`config.mk`:
```
export PLATFORM = sky130hd
export DESIGN_NAME = mem_access
export DESIGN_NICKNAME = d
export VERILOG_FILES = /design/src/rtl/mem_access.sv
export SDC_FILE = /design/constraint.sdc
export NUM_CORES = 1
export LEC_CHECK = 0
export CAP_MARGIN = 20
export CORE_MARGIN = 2
export CORE_UTILIZATION = 43
export CTS_CLUSTER_DIAMETER = 80
export CTS_CLUSTER_SIZE = 25
export DETAILED_ROUTE_END_ITERATION = 7
export PLACE_DENSITY = 0.81
export SLEW_MARGIN = 20
export SYNTH_ARGS = -nofsm -noshare
export SYNTH_HDL_FRONTEND = slang
export SYNTH_SLANG_ARGS = --single-unit
```
`constraint.sdc`:
```
create_clock -name clk -period 2.6 [get_ports clk]
set_clock_uncertainty 0.15 [all_clocks]
set_input_delay 0.65 -clock clk [delete_from_list [all_inputs] [get_ports clk]]
set_output_delay 0.65 -clock clk [all_outputs]
set_load 0.02 [all_outputs]
```
`src/rtl/mem_access.sv`:
```
// Pipeline memory-access stage: issues one load/store per EX op to a RAM port and produces the writeback.
// Latency: ALU results and address errors appear one cycle after EX; memory ops write back one cycle after ram_ack.
// Backpressure: stall_req holds EX while a request is being issued or is awaiting ram_ack.
//
// Ports:
//   clk, rst                       clock, synchronous active-high reset
//   flush, ex_valid                EX op qualifiers (flush discards / suppresses writeback)
//   mem_read, mem_write, mem_size,
//   mem_sign, address, write_data  memory op description from EX
//   ex_result, wb_reg              non-memory result and destination register
//   ram_req/we/addr/sel/wdata      RAM request, held constant until ram_ack
//   ram_ack, ram_rdata             RAM completion and load word
//   stall_req                      hold EX/upstream this cycle
//   wb_valid, wb_reg_out, wb_data  writeback pulse
//   addr_error, bus_error          misalignment / ack-timeout pulses
module mem_access #(
   parameter int ACK_TIMEOUT = 255
) (
   input  logic        clk,
   input  logic        rst,
   input  logic        flush,
   input  logic        ex_valid,
   input  logic        mem_read,
   input  logic        mem_write,
   input  logic [1:0]  mem_size,
   input  logic        mem_sign,
   input  logic [31:0] address,
   input  logic [31:0] write_data,
   input  logic [31:0] ex_result,
   input  logic [4:0]  wb_reg,
   output logic        ram_req,
   output logic        ram_we,
   output logic [31:0] ram_addr,
   output logic [3:0]  ram_sel,
   output logic [31:0] ram_wdata,
   input  logic        ram_ack,
   input  logic [31:0] ram_rdata,
   output logic        stall_req,
   output logic        wb_valid,
   output logic [4:0]  wb_reg_out,
   output logic [31:0] wb_data,
   output logic        addr_error,
   output logic        bus_error
);

   typedef enum logic {IDLE, ACCESS} state_t;

   localparam int CW = (ACK_TIMEOUT < 1) ? 1 : $clog2(ACK_TIMEOUT + 1);
   localparam logic [CW-1:0] TMO = CW'(ACK_TIMEOUT);

   state_t        state, state_nxt;
   logic [CW-1:0] wait_cnt;
   logic [1:0]    op_size;
   logic          op_sign;
   logic [1:0]    op_off;
   logic [4:0]    op_reg;
   logic          op_flushed;

   logic          is_mem, any_mem, size_ok, misaligned;
   logic          issue, alu_wb, mis_err, ack_done, timeout;
   logic [3:0]    sel;
   logic [31:0]   wdata, lane, load_data;

   // Exactly one of read/write makes a legal memory op; both set is a no-op.
   assign any_mem    = mem_read | mem_write;
   assign is_mem     = mem_read ^ mem_write;
   assign size_ok    = (mem_size != 2'b11);
   assign misaligned = ((mem_size == 2'b01) && address[0]) ||
                       ((mem_size == 2'b10) && (address[1:0] != 2'b00));

   always_comb begin
      state_nxt = state;
      stall_req = 1'b0;
      issue     = 1'b0;
      alu_wb    = 1'b0;
      mis_err   = 1'b0;
      ack_done  = 1'b0;
      timeout   = 1'b0;
      case (state)
         IDLE: begin
            if (ex_valid && !flush) begin
               if (!any_mem) begin
                  alu_wb = 1'b1;
               end else if (is_mem && size_ok) begin
                  if (misaligned) begin
                     mis_err = 1'b1;
                  end else begin
                     issue     = 1'b1;
                     stall_req = 1'b1;
                     state_nxt = ACCESS;
                  end
               end
            end
         end
         ACCESS: begin
            // Ack is tested first so it wins over a coincident timeout.
            if (ram_ack) begin
               ack_done  = 1'b1;
               state_nxt = IDLE;
            end else if (wait_cnt == TMO) begin
               timeout   = 1'b1;
               state_nxt = IDLE;
            end else begin
               stall_req = 1'b1;
            end
         end
         default: state_nxt = IDLE;
      endcase
      if (rst) begin
         stall_req = 1'b0;
      end
   end

   always_ff @(posedge clk) begin
      if (rst) begin
         state <= IDLE;
      end else begin
         state <= state_nxt;
      end
   end

   // Little-endian lane enables and lane-replicated store data.
   always_comb begin
      sel   = 4'b1111;
      wdata = write_data;
      case (mem_size)
         2'b00: begin
            sel   = 4'b0001 << address[1:0];
            wdata = {4{write_data[7:0]}};
         end
         2'b01: begin
            sel   = address[1] ? 4'b1100 : 4'b0011;
            wdata = {2{write_data[15:0]}};
         end
         default: begin
            sel   = 4'b1111;
            wdata = write_data;
         end
      endcase
   end

   assign lane = ram_rdata >> {op_off, 3'b000};

   always_comb begin
      load_data = lane;
      case (op_size)
         2'b00:   load_data = {{24{op_sign & lane[7]}}, lane[7:0]};
         2'b01:   load_data = {{16{op_sign & lane[15]}}, lane[15:0]};
         default: load_data = lane;
      endcase
   end

   always_ff @(posedge clk) begin
      if (rst) begin
         wait_cnt   <= '0;
         op_size    <= 2'b00;
         op_sign    <= 1'b0;
         op_off     <= 2'b00;
         op_reg     <= 5'd0;
         op_flushed <= 1'b0;
         ram_req    <= 1'b0;
         ram_we     <= 1'b0;
         ram_addr   <= 32'd0;
         ram_sel    <= 4'd0;
         ram_wdata  <= 32'd0;
         wb_valid   <= 1'b0;
         wb_reg_out <= 5'd0;
         wb_data    <= 32'd0;
         addr_error <= 1'b0;
         bus_error  <= 1'b0;
      end else begin
         wb_valid   <= 1'b0;
         addr_error <= 1'b0;
         bus_error  <= 1'b0;

         if (alu_wb) begin
            wb_valid   <= 1'b1;
            wb_data    <= ex_result;
            wb_reg_out <= wb_reg;
         end

         if (mis_err) begin
            addr_error <= 1'b1;
         end

         if (issue) begin
            ram_req    <= 1'b1;
            ram_we     <= mem_write;
            ram_addr   <= {address[31:2], 2'b00};
            ram_sel    <= sel;
            ram_wdata  <= wdata;
            op_size    <= mem_size;
            op_sign    <= mem_sign;
            op_off     <= address[1:0];
            op_reg     <= wb_reg;
            op_flushed <= 1'b0;
            wait_cnt   <= '0;
         end

         // A flush while waiting only remembers to drop the load writeback.
         if (state == ACCESS && flush) begin
            op_flushed <= 1'b1;
         end

         if (state == ACCESS && !ram_ack && !timeout) begin
            wait_cnt <= wait_cnt + CW'(1);
         end

         if (ack_done) begin
            ram_req <= 1'b0;
            if (!ram_we && !op_flushed && !flush) begin
               wb_valid   <= 1'b1;
               wb_data    <= load_data;
               wb_reg_out <= op_reg;
            end
         end

         if (timeout) begin
            ram_req   <= 1'b0;
            bus_error <= 1'b1;
         end
      end
   end

endmodule

```
==> impl_metrics.json, run 1 <==
{
  "worstSetupEndpointType": "output pin",
  "crit_type": "input pin to output pin",
  "wl_mm": 20.4,
  "slowest_delay_ps": 280,
  "arrival_ps": 1750,
  "async_flop_share": 0,
  "gp_congestion": 0.904,
  "drt_iter0_drc": 524,
  "viasPerCell": 5.64,
  "dieArea_um2": 15000,
  "seqPwrFrac": 0.394,
  "grt_util_all_layers": 0.266,
  "intPower_mw": 3.96,
  "fin_total_pwr_mw": 5.18,
  "insertion_delay_ps": 410,
  "clock_sinks": 128,
  "dpl_cell_area_um2": 9040,
  "grt_pass1_wl_mm": 31.5,
  "synth_top_area_share": 0.425,
  "combPwrFrac": 0.153,
  "wire_per_inst_um": 17.7,
  "required_ps": 1800,
  "antenna_found_initial": 1,
  "die_w_um": 122,
  "min_path_cells": 2,
  "relSlewSlack": 0.462,
  "drc": 0,
  "synth_warnings": 0,
  "grt_max_degree": 115,
  "drtAntennaViolNets": 0,
  "synth_edf_count": 0,
  "fillers": 1124,
  "p_sw_mw": 1.23,
  "rr_worst_depth": 6,
  "dp_slack_ps": -863,
  "maxSlewViolCount": 0,
  "critPathLaunchType": "input pin",
  "worstMarginPinSlew_ps": 801,
  "synthTopCellsByArea": "dfxtp_1, mux2i_1, a21oi_1, o21ai_0, a311oi_1",
  "drive_gt1_frac": 0.127,
  "p_leak_nw": 3.38,
  "path_clk_slew_ps": 50,
  "postCtsHoldBufs": 0,
  "power_density_nw_per_um2": 537,
  "yosysSeqAreaShare": 0.425,
  "area_growth_pct": 60.0,
  "vias": 6490,
  "start_util": 0.438,
  "synthFlopType": "dfxtp_1",
  "portBuffers": 251,
  "ios": 254,
  "root_buffer": "clkbuf_16",
  "fp-row-count": 43,
  "setup_violations": 0,
  "synth_top_cell_by_area": "dfxtp_1",
  "synthesis.area_um2": 6030,
  "cts_buffer_depth": 2,
  "syn-mean-instance-area_um2": 8.63,
  "finalWorstSetupSlack_ps": 50.3,
  "yosys-top-cells-count": "dfxtp_1, a21oi_1, nand2_1",
  "grt_remaining_overflow": 0,
  "reg_top3": "ram_wdata x32, wb_data x32, ram_addr x30",
  "die_h_um": 122,
  "cts_buffers": 17,
  "switching_share": 0.237,
  "synthesis.instances": 699,
  "synth_cell_types": 52,
  "htreeDepth": 4,
  "crit_chain": "dlygate4sd2_1, inv_2, mux2i_4, o21ai_2, nor2b_4, buf_6",
  "hold_viol_final": 0,
  "maxCapViolations": 0,
  "first_global_vias": 6159,
  "nNetsFinal": 1104,
  "antennaDiodeCount": 0,
  "synthMostInstantiatedCell": "dfxtp_1",
  "cts_tree": "built",
  "crit_slowest_cell": "dlygate4sd2_1",
  "clkPwrFrac": 0.453,
  "path_max_fanout": 4,
  "core_um2": 13800,
  "fin_crit_sh": 0.981,
  "hold_class": "flop to flop",
  "firstDrtPassIters": 5,
  "irDropWorstVdd_mv": 0.455,
  "layout_min_cycle_time_ps": 2550,
  "design_area_um2": 9650,
  "synth-seq-cells": 128,
  "status": "finished, final reports clean",
  "dp_hpwl_mm": 14.3,
  "max_freq_ghz": 0.392
}
## through the flow
stage	cells	util	hold slack [ps]	TNS, ps
finish	1150	0.701	321	0
detailed placement	1117	0.656	313	-18560
global route	1150	0.701	338	-9.63
CTS	1148	0.700	322	0
global placement	1117	0.656	300	-13900
floorplan	700	-	304	0
## cell families (layout without fill, tap and decap cells)
logic type               after synthesis  after routing  share of synthesized area
AO/OA/AOI/OAI                        256            256                      0.276
other                                  1              2                   0.000622
multiplexers                          53             53                     0.0923
adder cells (fa/ha/maj)                2              2                    0.00415
flip-flops                           128            128                      0.425
AND/OR/NAND/NOR                      181            181                      0.145
buffers and inverters                 78            348                     0.0570
## area by class of cell
cell class | instances | area, um2 | area share
inverter | 4 | 15.0 | 0.00156
timing repair buffer | 314 | 3090 | 0.320
multi-input combinational | 494 | 3190 | 0.330
clock buffer | 25 | 465 | 0.0482
tap | 180 | 225 | 0.0233
clock inverter | 5 | 106 | 0.0110
sequential | 128 | 2560 | 0.266
## path summary, 6_finish.rpt
| path | from | end | slack [ps] |
|---|---|---|---|
| max | mem_size[1] | stall_req | 50 |
| min | ram_wdata[0] | ram_wdata[0] | 320 |
| max reg2reg | state | ram_wdata[26] | 260 |
| min reg2reg | ram_wdata[0] | ram_wdata[0] | 320 |
## layout by cell type, fill, tap and decap left out, drive strengths merged, types with 2 or more instances in the layout
master	instances
a21oi	94
o21bai	3
a31oi	2
or2	2
a211oi	11
dfxtp	128
conb	2
nand3	53
a211o	7
mux2i	50
nor4	9
nand2	74
buf	67
o2bb2ai	8
mux4	2
inv	4
bufinv	3
and2b	2
clkbuf	28
clkdlybuf4s50	240
o211ai	11
a311oi	35
clkdlybuf4s15	2
nor2b	8
o21a	3
a221o	7
or3	2
nand2b	8
ha	2
o221ai	8
nor3	3
nor2	11
o21ai	63
## power groups by stage
stage	Clock, mW	Sequential, mW	Combinational [mW]
after floorplan	0	2.13	0.272
after global placement	0	2.08	0.778
after detailed placement	0	2.08	0.782
after CTS	2.37	2.04	0.790
after global routing	2.48	2.04	0.849
final	2.35	2.04	0.795
## worst max-delay path, delay by kind of cell
kind | cells | cell delay [ps]
AND/OR/NAND/NOR | 1 | 200
AO/OA/AOI/OAI | 1 | 220
multiplexers | 1 | 190
buffers and inverters | 3 | 480
## timing repair
item,in CTS,in global routing
buffers inserted,1,2
pin swaps,5,5
resized for setup,32,10
endpoints found under the setup margin,8,1
## routing by layer
metal	global-route usage	share of wire	wire [um]	vias to the layer above
met5	0	0	0	-
met4	0.111	0.032	655	0
met3	0.0711	0.077	1560	47
met2	0.410	0.47	9610	277
met1	0.351	0.42	8550	3044
li1	-	-	-	3122
(Power assumes the default switching activity.)
==> inputs of run 2 (changes only) <==
--- a/config.mk
+++ b/config.mk
@@ -6,12 +6,12 @@
 export NUM_CORES = 1
 export LEC_CHECK = 0
 export CAP_MARGIN = 20
-export CORE_MARGIN = 2
 export CORE_UTILIZATION = 43
 export CTS_CLUSTER_DIAMETER = 80
 export CTS_CLUSTER_SIZE = 25
 export DETAILED_ROUTE_END_ITERATION = 7
 export PLACE_DENSITY = 0.81
+export SKIP_LAST_GASP = 1
 export SLEW_MARGIN = 20
 export SYNTH_ARGS = -nofsm -noshare
 export SYNTH_HDL_FRONTEND = slang
==> run 2 against run 1 <==
  * Sequential share of layout area up 0.084 points
  * Sequential power about the same
  * Global-route usage up 1.5 points
  * Final area down 0.36%
  * Register-to-register slack better by 80 ps
  * Count of clock-buffer cells in the layout up 5
  * Combinational power down 1%
  * Critical path type unchanged
  * Critical endpoint unchanged
  * Largest cell class unchanged
  * Highest routed layer unchanged
==> impl_metrics.json, run 2 (synthesized netlist as in run 1, its figures left out) <==
{
  "dp_hpwl_mm": 14.4,
  "setup_violations": 0,
  "holdWs_ps": 276,
  "max_freq_ghz": 0.394,
  "worstReg2RegStart": "state",
  "drt_iter0_drc": 401,
  "drtAntennaViolNets": 0,
  "core_um2": 13500,
  "met1_length_mm": 8.99,
  "worstSetupEndpointType": "output pin",
  "whs_endpoint": "state",
  "layout_min_cycle_time_ps": 2540,
  "critPathLaunchType": "input pin",
  "insertion_delay_ps": 420,
  "seqPwrFrac": 0.399,
  "drc": 0,
  "dieArea_um2": 14500,
  "cts_buffers": 17,
  "area_growth_pct": 59.4,
  "combPwrFrac": 0.154,
  "p_leak_nw": 3.37,
  "vias": 6526,
  "first_global_vias": 6051,
  "required_ps": 1800,
  "wl_met3_mm": 1.33,
  "nNetsFinal": 1106,
  "fillers": 1058,
  "grt_max_degree": 76,
  "wl_mm": 20.6,
  "dpl_cell_area_um2": 8990,
  "fin_crit_sh": 0.976,
  "start_util": 0.448,
  "top_layer_used": "met4",
  "viasPerCell": 5.66,
  "maxCapViolations": 0,
  "hold_viol_final": 0,
  "status": "finished, final reports clean",
  "design_area_um2": 9620,
  "drive_gt1_frac": 0.130,
  "placed_cells": 1114,
  "wl_met2_mm": 9.82,
  "reg_top3": "ram_wdata x32, wb_data x32, ram_addr x30",
  "p_sw_mw": 1.24,
  "ios": 254,
  "fin_cells": 1152,
  "wire_per_inst_um": 17.9,
  "maxSlewViolCount": 0,
  "regToRegSetupSlack_ps": 340,
  "switching_share": 0.242,
  "arrival_ps": 1740,
  "hold_start": "rst",
  "irDropWorstVdd_mv": 0.504,
  "final_common_cell": "clkdlybuf4s50_1",
  "dp_slack_ps": -837,
  "root_buffer": "clkbuf_16",
  "cts_buffer_depth": 2,
  "r2r_end": "ram_wdata[28]",
  "antenna_found_initial": 2,
  "min_path_cells": 2,
  "grt_remaining_overflow": 0,
  "die_w_um": 120,
  "firstDrtPassIters": 5,
  "postCtsHoldBufs": 0,
  "worstMarginPinSlew_ps": 794,
  "intPower_mw": 3.87,
  "gp_congestion": 0.878,
  "relSlewSlack": 0.471,
  "die_h_um": 120,
  "cts_tree": "built",
  "path_max_fanout": 5,
  "rr_worst_depth": 8,
  "clock_sinks": 128,
  "crit_type": "input pin to output pin",
  "portBuffers": 251,
  "final_cell_mix": "clkdlybuf4s50_1, dfxtp_1, a21oi_1",
  "grt_util_all_layers": 0.281,
  "htreeDepth": 4,
  "grt_pass1_wl_mm": 31.6,
  "path_clk_slew_ps": 50,
  "finalWorstSetupSlack_ps": 62.7,
  "hold_class": "input pin to flop",
  "clkPwrFrac": 0.447,
  "fp-row-count": 42,
  "power_density_nw_per_um2": 531
}
-- run 2: changes by cell type in the layout (fill, tap and decap cells not counted), moves of 2 or more --
cell and change:
clkbuf_8 +8, buf_12 -4, clkdlybuf4s15_1 -2, buf_4 +7, diode_2 +2, clkbuf_2 -2
dlygate4sd2_1 +4, bufinv_16 -3, clkbuf_1 -3
-- run 2: power groups by stage --
stage	Sequential, mW	Clock (mW)	Combinational [mW]
after detailed placement	2.08	0	0.772
after floorplan	2.13	0	0.272
after global routing	2.04	2.41	0.836
final	2.04	2.28	0.786
after CTS	2.04	2.31	0.780
after global placement	2.08	0	0.766
-- run 2: worst max-delay path by stage --
stage,start,endpoint,slack [ps]
floorplan,flush,stall_req,8
global placement,mem_read,stall_req,-840
detailed placement,mem_read,stall_req,-840
CTS,mem_write,stall_req,10
global route,mem_size[0],stall_req,-6
finish,mem_size[0],stall_req,60
-- run 2: cell type report --
| class | instances | area [um2] | area share |
|---|---|---|---|
| Antenna cell | 2 | 5.00 | 0.000520 |
| Timing Repair Buffer | 316 | 3050 | 0.317 |
| Inverter | 4 | 15.0 | 0.00156 |
| Clock buffer | 30 | 564 | 0.0587 |
| Multi-Input combinational cell | 494 | 3190 | 0.331 |
| Tap cell | 176 | 220 | 0.0229 |
| Sequential cell | 128 | 2560 | 0.266 |
| Clock inverter | 2 | 15.0 | 0.00156 |
-- run 2: worst max-delay path: stages --
cell	delay (ps)
dlygate4sd2_1	300
o21bai_2	190
mux2i_4	100
o21ai_2	190
nor2b_4	180
buf_6	120
-- run 2: routing by layer --
layer  vias up  GRT usage
met1      3112      0.374
met4         0      0.105
li1       3133          -
met5         -          0
met2       244      0.434
met3        37     0.0736
-- run 2: stage by stage --
| step | setup TNS (ps) | power (mW) | util |
|---|---|---|---|
| 6_report | 0 | 5.11 | 0.715 |
| 5_1_grt | -5.89 | 5.29 | 0.715 |
| 4_1_cts | 0 | 5.13 | 0.714 |
| 3_5_place_dp | -21960 | 2.85 | 0.668 |
| 3_3_place_gp | -19360 | 2.85 | 0.668 |
| 2_1_floorplan | 0 | 2.40 | - |
-- run 2: repair_timing --
action,4_1_cts,5_1_grt
endpoints found under the hold margin,0,0
gates resized for setup,31,5
pin swaps,4,2
endpoints found under the setup margin,8,8
buffers inserted,3,1
